[config.mk]
export PLATFORM = sky130hd
export DESIGN_NAME = fpu_sp_subtractor_seq
export DESIGN_NICKNAME = d
export VERILOG_FILES = /design/src/rtl/fpu_sp_subtractor_seq.sv
export SDC_FILE = /design/constraint.sdc
export NUM_CORES = 1
export LEC_CHECK = 0
export BUFFER_PORTS_ARGS = -buffer_cell sky130_fd_sc_hd__clkbuf_2
export CAP_MARGIN = 5
export CORE_MARGIN = 2
export CORE_UTILIZATION = 31
export DETAILED_ROUTE_END_ITERATION = 7
export PLACE_DENSITY_LB_ADDON = 0.3
export SYNTH_ARGS = -nofsm -noshare
export SYNTH_HDL_FRONTEND = slang
export SYNTH_SLANG_ARGS = --single-unit
[constraint.sdc]
create_clock -name clk -period 3.9 [get_ports clk]
set_input_delay 0.78 -clock clk [delete_from_list [all_inputs] [get_ports clk]]
set_output_delay 0.78 -clock clk [all_outputs]
set_load 0.1 [all_outputs]
[src/rtl/fpu_sp_subtractor_seq.sv]
// Multi-cycle IEEE-754 single-precision subtractor, result = a - b.
// Unpack / align / signed-magnitude add / one-bit-per-cycle normalize.
module fpu_sp_subtractor_seq #(
    parameter int EXP_W = 8,
    parameter int MAN_W = 23
) (
    input  logic                   clk,
    input  logic                   rst,
    input  logic                   in_valid,
    output logic                   in_ready,
    input  logic [EXP_W+MAN_W:0]   a,
    input  logic [EXP_W+MAN_W:0]   b,
    output logic                   out_valid,
    input  logic                   out_ready,
    output logic [EXP_W+MAN_W:0]   result,
    output logic                   overflow_underflow_flag,
    output logic                   busy
);

    localparam int W  = EXP_W + MAN_W + 1;
    localparam int MW = MAN_W + 1;
    localparam logic [EXP_W-1:0] EMAX  = '1;
    localparam logic [EXP_W-1:0] SHMAX = EXP_W'(MW);
    localparam logic [W-1:0] QNAN =
        {1'b0, EMAX, 1'b1, {(MAN_W-1){1'b0}}};

    typedef enum logic [2:0] {
        IDLE, ALIGN, ADD, NORM, DONE
    } state_t;

    state_t state_q, state_d;

    logic             s1_q, s1_d, s2_q, s2_d;
    logic [EXP_W-1:0] e1_q, e1_d, e2_q, e2_d;
    logic [MW-1:0]    m1_q, m1_d, m2_q, m2_d;
    logic             sign_q, sign_d;
    logic [MW:0]      mag_q, mag_d;
    logic [W-1:0]     res_q, res_d;
    logic             flag_q, flag_d;

    logic [EXP_W-1:0] ea, eb, diff, e_inc, e_dec;
    logic [MW:0]      sum;
    logic             a_zero, b_zero;

    assign ea     = a[W-2 -: EXP_W];
    assign eb     = b[W-2 -: EXP_W];
    assign a_zero = (ea == '0);
    assign b_zero = (eb == '0);
    assign e_inc  = e1_q + 1'b1;
    assign e_dec  = e1_q - 1'b1;

    always_comb begin
        state_d = state_q;
        s1_d    = s1_q;
        s2_d    = s2_q;
        e1_d    = e1_q;
        e2_d    = e2_q;
        m1_d    = m1_q;
        m2_d    = m2_q;
        sign_d  = sign_q;
        mag_d   = mag_q;
        res_d   = res_q;
        flag_d  = flag_q;
        diff    = '0;
        sum     = '0;
        unique case (state_q)
            IDLE: begin
                if (in_valid) begin
                    flag_d  = 1'b0;
                    state_d = DONE;
                    if (ea == EMAX || eb == EMAX) begin
                        res_d  = QNAN;
                        flag_d = 1'b1;
                    end else if (a_zero && b_zero) begin
                        res_d = '0;
                    end else if (b_zero) begin
                        res_d = a;
                    end else if (a_zero) begin
                        res_d = {~b[W-1], b[W-2:0]};
                    end else begin
                        // b is negated on capture: the rest is a + (-b)
                        s1_d    = a[W-1];
                        s2_d    = ~b[W-1];
                        e1_d    = ea;
                        e2_d    = eb;
                        m1_d    = {1'b1, a[MAN_W-1:0]};
                        m2_d    = {1'b1, b[MAN_W-1:0]};
                        state_d = ALIGN;
                    end
                end
            end
            ALIGN: begin
                if (e1_q >= e2_q) begin
                    diff = e1_q - e2_q;
                    m2_d = (diff >= SHMAX) ? '0 : (m2_q >> diff);
                end else begin
                    diff = e2_q - e1_q;
                    s1_d = s2_q;
                    s2_d = s1_q;
                    e1_d = e2_q;
                    m1_d = m2_q;
                    m2_d = (diff >= SHMAX) ? '0 : (m1_q >> diff);
                end
                state_d = ADD;
            end
            ADD: begin
                if (s1_q == s2_q) begin
                    sum    = {1'b0, m1_q} + {1'b0, m2_q};
                    sign_d = s1_q;
                end else if (m1_q >= m2_q) begin
                    sum    = {1'b0, m1_q - m2_q};
                    sign_d = s1_q;
                end else begin
                    sum    = {1'b0, m2_q - m1_q};
                    sign_d = s2_q;
                end
                mag_d = sum;
                if (sum == '0) begin
                    // exact cancellation is always +0
                    res_d   = '0;
                    flag_d  = 1'b0;
                    state_d = DONE;
                end else begin
                    state_d = NORM;
                end
            end
            NORM: begin
                if (mag_q[MW]) begin
                    mag_d = mag_q >> 1;
                    e1_d  = e_inc;
                    if (e_inc == EMAX) begin
                        res_d   = {sign_q, EMAX, {MAN_W{1'b0}}};
                        flag_d  = 1'b1;
                        state_d = DONE;
                    end
                end else if (!mag_q[MW-1]) begin
                    mag_d = mag_q << 1;
                    e1_d  = e_dec;
                    if (e_dec == '0) begin
                        res_d   = {sign_q, {(W-1){1'b0}}};
                        flag_d  = 1'b1;
                        state_d = DONE;
                    end
                end else begin
                    res_d   = {sign_q, e1_q, mag_q[MAN_W-1:0]};
                    flag_d  = 1'b0;
                    state_d = DONE;
                end
            end
            DONE: begin
                if (out_ready) state_d = IDLE;
            end
            default: state_d = IDLE;
        endcase
    end

    always_ff @(posedge clk or posedge rst) begin
        if (rst) begin
            state_q <= IDLE;
            s1_q    <= 1'b0;
            s2_q    <= 1'b0;
            e1_q    <= '0;
            e2_q    <= '0;
            m1_q    <= '0;
            m2_q    <= '0;
            sign_q  <= 1'b0;
            mag_q   <= '0;
            res_q   <= '0;
            flag_q  <= 1'b0;
        end else begin
            state_q <= state_d;
            s1_q    <= s1_d;
            s2_q    <= s2_d;
            e1_q    <= e1_d;
            e2_q    <= e2_d;
            m1_q    <= m1_d;
            m2_q    <= m2_d;
            sign_q  <= sign_d;
            mag_q   <= mag_d;
            res_q   <= res_d;
            flag_q  <= flag_d;
        end
    end

    assign in_ready                = (state_q == IDLE);
    assign out_valid               = (state_q == DONE);
    assign busy                    = (state_q != IDLE);
    assign result                  = res_q;
    assign overflow_underflow_flag = flag_q;

endmodule

Yosys cells after proc, flatten, opt, wreduce, memory -nomap -nowiden
Index checks and enable logic that the tools add are counted.
{"block": "op_classes", "addsub": 7, "magnitude_cmp": 4, "n_eq_ne": 20, "shifts": 2, "n_mux": 78, "bitwise": 5, "n_reduce_logical": 20}
{"op": "$mux W24", "n": 17}
{"op": "$mux W32", "n": 10}
{"op": "$pmux W24 S2", "n": 2}
{"op": "$pmux W32 S3", "n": 1}
{"op": "$mux W8", "n": 8}
{"op": "$mux W25", "n": 2}
{"op": "$pmux W25 S2", "n": 1}
{"op": "$shr A24 B8 Y24", "n": 2}
{"op": "$sub A24 B24 Y24", "n": 2}
{"op": "$mux W3", "n": 11}
{"op": "$add A24 B24 Y25", "n": 1}
{"op": "$logic_not A25 Y1", "n": 1}
{"op": "$eq A8 B8 Y1 const B", "n": 3}
{"op": "$ge A24 B24 Y1", "n": 1}
{"op": "$logic_not A8 Y1", "n": 3}
{"op": "$pmux W8 S3", "n": 1}
{"op": "$mux W1", "n": 21}
{"op": "$reduce_and A6 Y1", "n": 3}
{"op": "$ge A8 B5 Y1 const B", "n": 2}
{"op": "$sub A8 B8 Y8", "n": 2}
{"op": "$pmux W3 S5", "n": 1}
{"op": "$ne A2 B2 Y1 const B", "n": 7}
{"op": "$reduce_bool A3 Y1", "n": 3}
{"op": "$add A8 B1 Y8 const B", "n": 1}
{"op": "other kinds (22)", "n": 30}
{"block": "word_totals", "reg_bits": 128, "in_bits": 68, "output_inout_bits": 36, "wordCells": 148}

Depth between registers and ports, before layout
{"block": "depth", "word_depth": 7, "depth_mapped": 18, "ltp_nobuf": 16}

Worst setup path after synthesis
Ideal clock, no wire load.
{"block": "synth_timing", "path_type": "register to register", "from": "reg m1_q[1]", "to": "reg res_q[10] (netlist: result[10])", "setup_time_ns": 0.126, "t_arrival_ns": 4.074, "t_required_ns": 3.774, "slack_ns": -0.300, "stages_incl_launch_ff": 16, "n_path_buf": 1, "synth_period_minus_slack_ns": 4.200, "path_cell_list": "dfrtp_1 -> inv_1 -> ha_1 -> and4_1 -> o311a_1 -> a22oi_2 -> nand2_2 -> and3_1 -> or4_4 -> a2111oi_4 -> o2111ai_1 -> nor4_2 -> nand4_2 -> a21oi_4 -> buf_12 -> mux2_4"}
{"block": "synth_via", "elab_chain_cells": 7, "word_cells_on_any_way": 10, "classes_between": "3 x add/sub; 1 x order compare; 1 x eq/ne; 3 x mux; 2 x reduce/logical"}
{"item": "from (decl)", "line_no": "35", "rtl": "logic [MW-1:0] m1_q, m1_d, m2_q, m2_d;"}
{"item": "from (signal assigned)", "line_no": "176", "rtl": "m1_q <= m1_d;"}
{"item": "$sub A24 B24 Y24, or another cell as far along", "line_no": "114", "rtl": "sum = {1'b0, m2_q - m1_q};"}
{"item": "$mux W24", "line_no": "110", "rtl": "end else if (m1_q >= m2_q) begin"}
{"item": "$mux W25 *", "line_no": "107", "rtl": "if (s1_q == s2_q) begin"}
{"item": "$mux W25 *", "line_no": "66", "rtl": "unique case (state_q)"}
{"item": "$logic_not A25 Y1 *", "line_no": "118", "rtl": "if (sum == '0) begin"}
{"item": "$ne A2 B2 Y1 (no source line) *"}
{"item": "$reduce_and A6 Y1 (no source line) *"}
{"item": "to (signal assigned)", "line_no": "180", "rtl": "res_q <= res_d;"}
{"item": "to (decl)", "line_no": "38", "rtl": "logic [W-1:0] res_q, res_d;"}
Every way passes the cells marked *; elsewhere a longest branch is shown, timed or not. The select of a mux whose other input is x is not followed.
A chain may end at the register's enable or synchronous reset.

Worst setup path after layout
{"block": "layout_timing", "from": "reg m1_q[0]", "to": "reg res_q[6] (netlist: result[6])"}
Same word-level chain as after synthesis.

==> summary.txt <==
Worst setup path
  • Crit-path cells: inv_1 > ha_2 > fa_2 > and3b_2 > o311a_4 > a22oi_2 > buf_4 > nand2_4 > and3_4 > or4_4 > a2111oi_4 > o2111ai_2 > nor4_4 > buf_4 > nand4_4 > a21oi_4 > buf_6 > clkbuf_16 > mux2_4
  • Reg2Reg Setup Slack: -0.76 ns
  • RR Startpoint: m1_q[0]
  • Worst R2R End: result[6]
  • CP Class: reg2reg
  • Worst path top cell family by delay: compound AO/OA/AOI/OAI gates
  • CP max FO: 6
  • Slowest CP cell: or4_4
  • Reg2reg path depth: 19
  • Critical path data arrival time: 5.00 ns
  • Largest stage delay, worst path: approximately 0.44 ns
  • Most used cell along the critical path: buf_4
  • Nature of the critical path endpoint: flip-flop
  • Required time of the critical path: between 4 and 5 ns
  • WP depth: 19
  • Crit path buffers/inverters: 5
  • CP Launch Type: flip-flop

Synth
  • Main synth FF type: dfrtp_1
  • Async set or reset register ratio after synthesis: 1.00
  • EDFF count, synth: 0
  • Avg Inst Size Synth: 7.89 um2
  • Cell Area, Synth: 0.0140 mm2
  • Yosys Warn Count: 0
  • Unique masters post-synth: 89
  • Register bit total from synthesis: around 130
  • Synth Instances: about 1,800
  • Syn nets: slightly below 2,000
  • Post-synthesis sequential area ratio: 0.228

Global routing
  • Largest net degree at the start of global routing: 97
  • First-pass GRT wire length: between 90,000 and 100,000 um
  • Gr usage total: 0.269
  • Initial antenna violation count: 0
  • Gr ovfl total: 0
  • Number of global-route vias before repair: ~16,000

Clock tree
  • Cts hold-fix bufs: 0
  • CTS root buf: clkbuf_16
  • Reg clk slew, reported paths: roughly 0.06 ns
  • Clock sinks: around 130
  • Max clock buf depth: 2
  • CTS tree: yes
  • Worst-Skew Late Latency: 0.46 ns
  • Num CTS Buffers: 17
  • H-tree levels: 4

Drt
  • DR WL/cell: 22.9 um
  • DRT Pass-1 Iters: 6
  • Routed vias/inst: 5.76
  • DRC: 0
  • WL final: around 64,000 um
  • Antenna viol nets, final: 0
  • DR vias: around 16,000
  • Initial drt markers: around 1,600

Floorplanning
  • Die area: between 0.04 and 0.05 mm2
  • Io pins: between 100 and 150
  • Die Y-Extent: ~220 um
  • # rows: 77
  • Die Wd: around 220 um
  • Core ar.: 0.0444 mm2
  • Initial Util: 0.316

Timing
  • Setup Skew: 0.0121 ns
  • Fin Setup TNS: -24.94 ns
  • Normalized max-slew margin: 0.326
  • Setup violators final: 36
  • Hold WS: 0.441 ns
  • Slew Limit Fails: 0
  • Final hold violations: 0
  • Final period util: 1.20
  • RSZ-0062 raised after global routing: true
  • Minimum clock period: approximately 4.7 ns
  • FMAX: about 210 MHz
  • Measured slew at the worst slew-check pin: about 1.0 ns
  • Slack of the critical path: -0.763 ns

Worst hold path
  • Worst hold path type: in2async

Place
  • PortBufs: about 100
  • RD Place Congestion: ~0.99
  • Cell Area, Placed: ~0.018 mm2
  • Dpl hpwl: a little over 50,000 um
  • DP Worst Slack: -0.873 ns

Layout
  • Area Overhead vs Synth: 36.0%
  • Share of layout cells above drive strength 1: 0.312
  • N_diodes: 0
  • Layout Nets: 2,360
  • Design area: around 0.019 mm2

Run status
  • Failing checks: negative setup slack
  • Status: finished with violations

Run
  • Max-cap viol count: 0
==> placed cells by master, fill, tap and decap left out, drive strengths merged, types with 8 or more instances in the layout <==
master | Yosys | final
inv | 96 | 96
xor2 | 12 | 12
and3 | 11 | 11
mux4 | 12 | 12
xnor2 | 36 | 36
nor2b | 14 | 14
nand3 | 24 | 24
o21a | 16 | 16
o21bai | 10 | 10
nand2b | 13 | 13
mux2 | 45 | 45
nand2 | 183 | 183
dfrtp | 128 | 128
ha | 94 | 94
a2111oi | 11 | 11
nor3 | 56 | 56
nor3b | 8 | 8
a211oi | 33 | 33
o221ai | 21 | 21
a21o | 25 | 25
clkbuf | 98 | 127
nor4 | 11 | 11
a31oi | 28 | 28
or3 | 8 | 8
o31ai | 16 | 16
a21oi | 167 | 167
o211ai | 25 | 25
buf | 26 | 415
nor2 | 133 | 133
nand4 | 27 | 27
a221oi | 25 | 25
mux2i | 93 | 93
o21ai | 165 | 165
==> state kept, by name (all words and copies together) (netlist names) <==
register and cells:
e2_q 8, result 32, sign_q 1, overflow_underflow_flag 1, m1_q 24, e1_q 8, s2_q 1, m2_q 24
state_q 3, s1_q 1, mag_q 25
==> per-stage QoR <==
stage          instances   util
2_1_floorplan       1778      -
6_report            2796  0.430
5_1_grt             2796  0.430
4_1_cts             2784  0.424
3_3_place_gp        2741  0.402
3_5_place_dp        2741  0.402
==> cells in the mapped netlist (5+ instances only) <==
cell,instances,area [um2]
o21ai_0,162,811
ha_1,94,1180
a221oi_1,25,219
nor3b_1,8,60.1
o22ai_1,6,37.5
mux2_2,16,180
a211oi_1,32,240
mux2_4,29,435
nand3_1,24,120
or4_1,6,45.0
a2111oi_0,8,70.1
or2_2,5,31.3
nor3_1,56,280
nor2b_1,14,87.6
buf_2,7,35.0
o2111ai_1,7,61.3
and3_1,11,68.8
mux2i_1,93,931
xor2_1,12,105
o21bai_1,10,75.1
nand2_1,182,683
inv_1,96,360
a21oi_1,166,831
o211ai_1,25,188
fa_1,5,100
o31ai_1,15,113
mux4_2,12,270
and2_1,5,31.3
buf_1,11,41.3
nor4_1,10,62.6
nor2_1,133,499
nand2b_1,13,81.3
o211a_1,7,70.1
or3_1,8,50.1
o311ai_0,5,43.8
xnor2_1,36,315
a21o_1,25,188
dfrtp_1,128,3200
o221ai_1,21,184
o21a_1,16,120
nand4_1,26,163
a31oi_1,27,169
clkbuf_1,98,368
==> worst reg2reg max path, cell delays in order (launching register included) <==
cell	delay, ns
dfrtp_1	0.37
inv_1	0.07
ha_2	0.20
fa_2	0.20
and3b_2	0.22
o311a_4	0.33
a22oi_2	0.24
buf_4	0.19
nand2_4	0.05
and3_4	0.14
or4_4	0.44
a2111oi_4	0.43
o2111ai_2	0.25
nor4_4	0.25
buf_4	0.19
nand4_4	0.12
a21oi_4	0.24
buf_6	0.16
clkbuf_16	0.15
mux2_4	0.30
==> final cells by class <==
| type | instances | area, um2 |
|---|---|---|
| Tap cell | 592 | 741 |
| Clock inverter | 8 | 175 |
| Fill cell | 4486 | 25300 |
| Timing Repair Buffer | 520 | 3800 |
| Multi-Input combinational cell | 1429 | 10300 |
| Sequential cell | 128 | 3210 |
| Inverter | 97 | 368 |
| Clock buffer | 22 | 494 |
==> cells by family (layout without fill, tap and decap cells) <==
family | Yosys count | count (layout) | share of synthesized area
buf+inv | 221 | 647 | 0.0651
flops | 128 | 128 | 0.228
simple gates | 512 | 512 | 0.169
compound gates | 620 | 620 | 0.288
xor+xnor | 48 | 48 | 0.0300
mux | 150 | 150 | 0.129
fa+ha+maj | 99 | 99 | 0.0909
==> layer usage <==
| layer | track usage | up-vias | wire length, um |
|---|---|---|---|
| met5 | 0 | - | 0 |
| met4 | 0.116 | 0 | 2860 |
| met3 | 0.0288 | 110 | 3960 |
| met2 | 0.448 | 744 | 30000 |
| met1 | 0.352 | 7891 | 27100 |
| li1 | - | 7366 | - |
==> what timing repair did <==
item / in CTS / in global routing
setup endpoints to repair: 36 / 49
resized for setup: 39 / 30
setup buffers: 11 / 11
endpoints found under the hold margin: 0 / 0
pin swaps: 8 / 12
gates cloned: 2 / 2
==> worst max path at each step <==
stage | start | end | slack, ns
3_3_place_gp | m2_q[1] | result[29] | -0.83
2_1_floorplan | m1_q[0] | result[10] | -0.21
4_1_cts | m1_q[0] | result[13] | -0.67
5_1_grt | m1_q[0] | result[6] | -0.85
6_report | m1_q[0] | result[6] | -0.76
3_5_place_dp | m1_q[5] | result[29] | -0.87
Power is left out: the tool's default activity adds up to more than one toggle a clock period on the data nets, which glitch-free logic cannot reach.
